`config.mk`:
```
export PLATFORM = sky130hd
export DESIGN_NAME = core_seq_ysyx
export DESIGN_NICKNAME = d
export VERILOG_FILES = /design/src/rtl/core_seq_ysyx.sv
export SDC_FILE = /design/constraint.sdc
export NUM_CORES = 1
export LEC_CHECK = 0
export BUFFER_PORTS_ARGS = -buffer_cell sky130_fd_sc_hd__buf_2
export CAP_MARGIN = 25
export CORE_MARGIN = 3
export CORE_UTILIZATION = 25
export DETAILED_ROUTE_END_ITERATION = 10
export GPL_ROUTABILITY_DRIVEN = 0
export SLEW_MARGIN = 20
export SYNTH_ARGS = -nofsm -noshare
export SYNTH_HDL_FRONTEND = slang
export SYNTH_SLANG_ARGS = --single-unit
```
`constraint.sdc`:
```
create_clock -name clk -period 8.5 [get_ports clk]
set_input_delay 0.425 -clock clk [delete_from_list [all_inputs] [get_ports clk]]
set_output_delay 0.425 -clock clk [all_outputs]
set_load 0.1 [all_outputs]
```
`src/rtl/core_seq_ysyx.sv`:
```
// core_seq_ysyx: multi-cycle fetch/decode/execute/memory/writeback sequencer with PC, IR and perf counters
module core_seq_ysyx #(
  parameter logic [31:0] RESET_PC = 32'h8000_0000,
  parameter logic [7:0]  TIMEOUT  = 8'd255
) (
  input  logic        clk,
  input  logic        rst,
  output logic        ifu_req_valid,
  output logic [31:0] ifu_req_addr,
  input  logic        ifu_req_ready,
  input  logic        ifu_rsp_valid,
  input  logic [31:0] ifu_rsp_data,
  output logic [31:0] instr,
  input  logic [2:0]  dec_ExtOp,
  input  logic        dec_RegWr,
  input  logic        dec_mRegWr,
  input  logic [1:0]  dec_MemtoReg,
  input  logic        dec_MemWr,
  input  logic [31:0] exu_next_pc,
  output logic        lsu_req_valid,
  input  logic        lsu_req_ready,
  input  logic        lsu_rsp_valid,
  output logic [31:0] pc,
  output logic        gpr_we,
  output logic        csr_we,
  output logic        commit,
  output logic        halted,
  output logic [1:0]  err_code,
  output logic [31:0] mcycle,
  output logic [31:0] minstret
);
  typedef enum logic [2:0] {FETCH_REQ, FETCH_WAIT, DECODE, EXEC, MEM_REQ, MEM_WAIT, WB, HALT} state_t;
  state_t      state_q, state_d;
  logic [31:0] pc_q, pc_d, instr_q, instr_d, mcycle_q, mcycle_d, minstret_q, minstret_d;
  logic [7:0]  wait_q, wait_d;
  logic [1:0]  err_q, err_d;
  logic        waiting, hs, timeout, in_wb;
  always_comb begin
    waiting = state_q == FETCH_REQ || state_q == FETCH_WAIT || state_q == MEM_REQ || state_q == MEM_WAIT;
    hs = state_q == FETCH_REQ  ? ifu_req_ready :
         state_q == FETCH_WAIT ? ifu_rsp_valid :
         state_q == MEM_REQ    ? lsu_req_ready :
         state_q == MEM_WAIT   ? lsu_rsp_valid : 1'b0;
    // wait_q counts cycles already spent, so +1 includes the current one
    timeout = waiting && TIMEOUT != 8'd0 && (wait_q + 8'd1) == TIMEOUT && !hs;
    state_d = state_q;
    pc_d = pc_q;
    instr_d = instr_q;
    err_d = err_q;
    mcycle_d = mcycle_q + 32'd1;
    minstret_d = minstret_q;
    case (state_q)
      FETCH_REQ:  state_d = ifu_req_ready ? FETCH_WAIT : FETCH_REQ;
      FETCH_WAIT: begin
        instr_d = ifu_rsp_valid ? ifu_rsp_data : instr_q;
        state_d = ifu_rsp_valid ? DECODE : FETCH_WAIT;
      end
      DECODE: begin
        state_d = dec_ExtOp == 3'b000 ? HALT : EXEC;
        err_d = dec_ExtOp == 3'b000 ? 2'b01 : err_q;
      end
      EXEC:       state_d = (dec_MemtoReg == 2'b01 || dec_MemWr) ? MEM_REQ : WB;
      MEM_REQ:    state_d = lsu_req_ready ? MEM_WAIT : MEM_REQ;
      MEM_WAIT:   state_d = lsu_rsp_valid ? WB : MEM_WAIT;
      WB: begin
        minstret_d = minstret_q + 32'd1;
        pc_d = exu_next_pc[1:0] == 2'b00 ? exu_next_pc : pc_q;
        state_d = exu_next_pc[1:0] == 2'b00 ? FETCH_REQ : HALT;
        err_d = exu_next_pc[1:0] == 2'b00 ? err_q : 2'b10;
      end
      default: state_d = HALT;
    endcase
    if (timeout) begin
      state_d = HALT;
      err_d = 2'b11;
    end
    wait_d = state_d == state_q ? wait_q + 8'd1 : 8'd0;
  end
  always_ff @(posedge clk or posedge rst) begin
    if (rst) begin
      state_q <= FETCH_REQ;
      pc_q <= RESET_PC;
      instr_q <= 32'd0;
      mcycle_q <= 32'd0;
      minstret_q <= 32'd0;
      wait_q <= 8'd0;
      err_q <= 2'b00;
    end else begin
      state_q <= state_d;
      pc_q <= pc_d;
      instr_q <= instr_d;
      mcycle_q <= mcycle_d;
      minstret_q <= minstret_d;
      wait_q <= wait_d;
      err_q <= err_d;
    end
  end
  // state already sits in FETCH_REQ during reset, so request valids need explicit gating
  always_comb begin
    in_wb = !rst && state_q == WB;
    ifu_req_valid = !rst && state_q == FETCH_REQ;
    lsu_req_valid = !rst && state_q == MEM_REQ;
    ifu_req_addr = pc_q;
    gpr_we = in_wb && dec_RegWr;
    csr_we = in_wb && dec_mRegWr;
    commit = in_wb;
    halted = state_q == HALT;
  end
  assign instr = instr_q;
  assign pc = pc_q;
  assign err_code = err_q;
  assign mcycle = mcycle_q;
  assign minstret = minstret_q;
endmodule

```
# Yosys cells after proc, flatten, opt, wreduce, memory -nomap -nowiden
# Index checks and enable logic that the tools add are counted.
# word_totals
ff_bits	141
mem_count	0
latchBits	0
elab_cells	60
mem_bits_ro	0
in_bits	78
ram_bits	0
# op_classes
n_mul	0
div_mod_pow	0
n_shift	0
muxes	18
reduce_logical	20
bitwise	0
magnitude_cmp	0
eq_ne	12
n_addsub	3
# op_table
operator	n
$add 32x1->32 const B	2
$pmux 3 s7	1
$eq 3x3->1 const B	4
$mux 2	6
$mux 3	3
$add 8x1->8 const B	1
$eq 8x8->1 const B	1
$mux 8	1
$logic_and 1x1->1	7
$eq 3x2->1 const B	2
$logic_not 3->1	2
$mux 1	6
$ne 3x3->1 const B	2
$logic_or 1x1->1	4
$pmux 2 s2	1
$reduce_and 2->1	2
$eq 3x1->1 const B	1
$eq 3x3->1	1
$reduce_and 3->1	1
$reduce_bool 3->1	1
$eq 2x1->1 const B	1
$logic_not 1->1	2
$logic_not 2->1	1

# Depth between registers and ports, before layout
# depth
depth_word	10
depth_mapped	7
ltp_nobuf	6

# Least setup slack after synthesis
# No wires, ideal clock.
# synth_path
kind	input -> output
startpoint	in rst
endpoint	out csr_we
arrival_ns	4.504
path_stages	2
path_slack_ns	3.571
path_buffers	0
cell_sequence	inv_1 and3_1
# synth_via
elab_chain_cells	3
# synth_rtl
item	line	text
from (decl)	7	input logic rst,
$logic_not 1->1	100	in_wb = !rst && state_q == WB;
$logic_and 1x1->1	100	
$logic_and 1x1->1	105	csr_we = in_wb && dec_mRegWr;
to (decl)	25	output logic csr_we,
# No other way between the ends.

# Worst setup path in the final report
# layout_path
startpoint	reg state_q[2]
endpoint	out lsu_req_valid
# layout_via
elab_chain_cells	2
# layout_rtl
item	line	text
from (decl)	33	state_t state_q, state_d;
from (signal assigned)	89	state_q <= state_d;
$eq 3x3->1	102	lsu_req_valid = !rst && state_q == MEM_REQ;
$logic_and 1x1->1	102	
to (decl)	20	output logic lsu_req_valid,
# No other way between the ends.

==> reports/results.ini <==
[worst_setup_path]
cp_data_required_time_ns=8.08
crit_family=simple AND/OR/NAND/NOR gates
cp_num_buf_inv=1
slowest_stage=dfrtp_1
crit_chain=nor2b_1 > nor3b_1 > buf_2
r2r_slack_ns=6.24
critPathMaxStageDelay_ns=0.62
worstPathMaxFanout=12
cp.arrival_ns=2.25
endpoint_kind=primary output
path_class=flip-flop to primary output
startpoint_type=flip-flop

[routing]
initialDrtViolationCount=231
wire_per_inst_um=14.5
drtAntennaViolNets=0
drc=0
routed_via_density=4.28
dr.pass1.iters=4
vias=4601
routed_wl_mm=15.6

[global_routing]
grt.total_usage=0.117
antenna_found_initial=1
grt_pass1_wl_mm=24.8
grt_start_max_net_pins=95
grt-ovfl-total=0
grt_pass1_vias=4525

[sta]
finalCriticalPeriod_ns=2.68
max_clock_freq_mhz=373
slew_violations=0
period_share=0.315
rsz0062_at_grt=no
relSlewSlack=0.425
setup_ws_ns=5.82
hold_viol_final=0
tightest_slew_ns=0.862
fin_skew_ns=0.00851
setup_viol=0
fin_tns_setup_ns=0

[status]
status=finished clean

[final_layout]
fin_util=0.336
nFillCells=2484
area_delta_synth_final_pct=31.2
nets=818
post_route_cells_drive_above_1_share=0.469

[synthesis]
yosysTopAreaCell=dfrtp_1
seq_area_frac_synth=0.563
synth_nets=597
netlist_top_cells_area=dfrtp_1 56%, mux2_2 11%, xnor2_1 6.6%
yosys_warnings=0
ys_types=45
netlist_area_sq_um=6270
avgSynthCellArea_sq_um=12.2
synth-edff-count=0
synth_top_area_share=0.559
ys_ff_latch=141
ys.flop_type=dfrtp_1
async_reset_ff_frac=1.00
syn_inst=515

[clock_network]
clock_latency_ns=0.41
postCtsResizedCells=0
cts.clk_slew.worst_paths_ns=0.06
cts-htree-levels=4
tritoncts=built
cts_root_buf=clkbuf_16
hold_buffers=0
clkSinkCount=141
post_cts_buffers=0
cts_max_path_buffers=2
cts_buffers=17

[run]
maxCapViolCount=0

[floorplan]
start_util=0.256
core_area_sq_um=24500
die_w_um=164
dieArea_sq_um=27000
die_y_um=164
ios=246
rows=57

[place]
dp_hpwl_mm=11.7
port_buffers=245
dp_slack_ns=6.12

[hold_path]
hp-class=input pin to asynchronous set/reset pin

-- synth_stat cells, types with 2 or more instances --
master	count
a21oi_1	2
and2_1	8
and3_1	12
and3b_1	2
and4_1	7
and4b_1	2
buf_2	10
buf_4	33
clkbuf_1	3
dfrtp_1	140
ha_1	4
inv_1	8
mux2_2	63
nand2_1	41
nand2b_1	2
nand3_1	27
nand4_1	16
nor2_1	29
nor2b_1	4
nor3_1	4
nor3_2	2
nor3b_1	4
o21ai_0	3
or3_1	3
xnor2_1	47
xor2_1	20
-- cell usage in the layout, fill, tap and decap left out, types with 2 or more instances in the layout --
cell type | synthesis | layout
ha_1 | 4 | 4
nor3_1 | 4 | 4
nand2_1 | 41 | 41
xnor2_1 | 47 | 47
bufinv_16 | 0 | 2
inv_6 | 0 | 8
nor3b_1 | 4 | 4
buf_4 | 33 | 3
o21ai_0 | 3 | 3
mux2_2 | 63 | 63
dfrtp_1 | 140 | 140
nand2b_1 | 2 | 2
and2_1 | 8 | 8
nor2_1 | 29 | 29
buf_2 | 10 | 245
or3_1 | 3 | 3
nand4_1 | 16 | 16
nor2b_1 | 4 | 4
nand3_1 | 27 | 27
and4_1 | 7 | 7
and4b_1 | 2 | 2
inv_1 | 8 | 7
a21oi_1 | 2 | 2
and3b_1 | 2 | 2
and3_1 | 12 | 12
nor3_2 | 2 | 2
clkbuf_16 | 0 | 17
clkinvlp_4 | 0 | 2
inv_8 | 0 | 2
xor2_1 | 20 | 20
-- final timing paths --
kind	start	endpoint	depth (start not counted)
worst max register to register	state_q[1]	minstret[18]	5
max in group asynchronous	rst	ifu_req_addr[10]	3
worst min register to register	mcycle[31]	mcycle[31]	1
min in group clk	ifu_rsp_data[5]	instr[5]	2
worst max-delay path	state_q[2]	lsu_req_valid	3
worst min-delay path	rst	state_q[0]	2
-- cell type report --
type | instances | area [sq um] | share of cell area
repair buffers | 248 | 1250 | 0.152
flip-flops and latches | 141 | 3530 | 0.429
diodes | 1 | 2.50 | 0.000304
well taps | 324 | 405 | 0.0493
inverters | 8 | 35.0 | 0.00426
clock buffers | 17 | 425 | 0.0517
clock inverters | 15 | 173 | 0.0210
multi-input cells | 320 | 2410 | 0.293
-- state kept, by name (all words and copies together), names as in the netlist --
register / cells
minstret: 32
ifu_req_addr: 32
mcycle: 32
wait_q: 8
instr: 32
state_q: 3
err_code: 2
-- cell families after synthesis --
kind of cell,after synthesis,share of synthesized area
buffers and inverters,54,0.0541
and+or+nand+nor,170,0.149
adders and majority gates,4,0.00798
AOI/OAI and AO/OA,15,0.0182
DFF,141,0.563
xor gates and xnor gates,67,0.0936
muxes,64,0.115
-- metal layers --
layer,part of all wire,track usage,vias to the layer above
li1,-,-,2187
met1,0.42,0.142,2250
met2,0.49,0.199,149
met3,0.074,0.0356,15
met4,0.018,0.0396,0
met5,0,0,-
-- stage by stage --
stage               instances  instance area, sq um  hold slack [ns]
floorplan                 515                  6270            0.495
global placement         1041                  7630            0.457
detailed placement       1041                  7630            0.460
CTS                      1073                  8230            0.210
global route             1074                  8230            0.217
finish                   1074                  8230            0.201
Power is left out: the tool's default activity adds up to more than one toggle a clock period on the data nets, which glitch-free logic cannot reach.
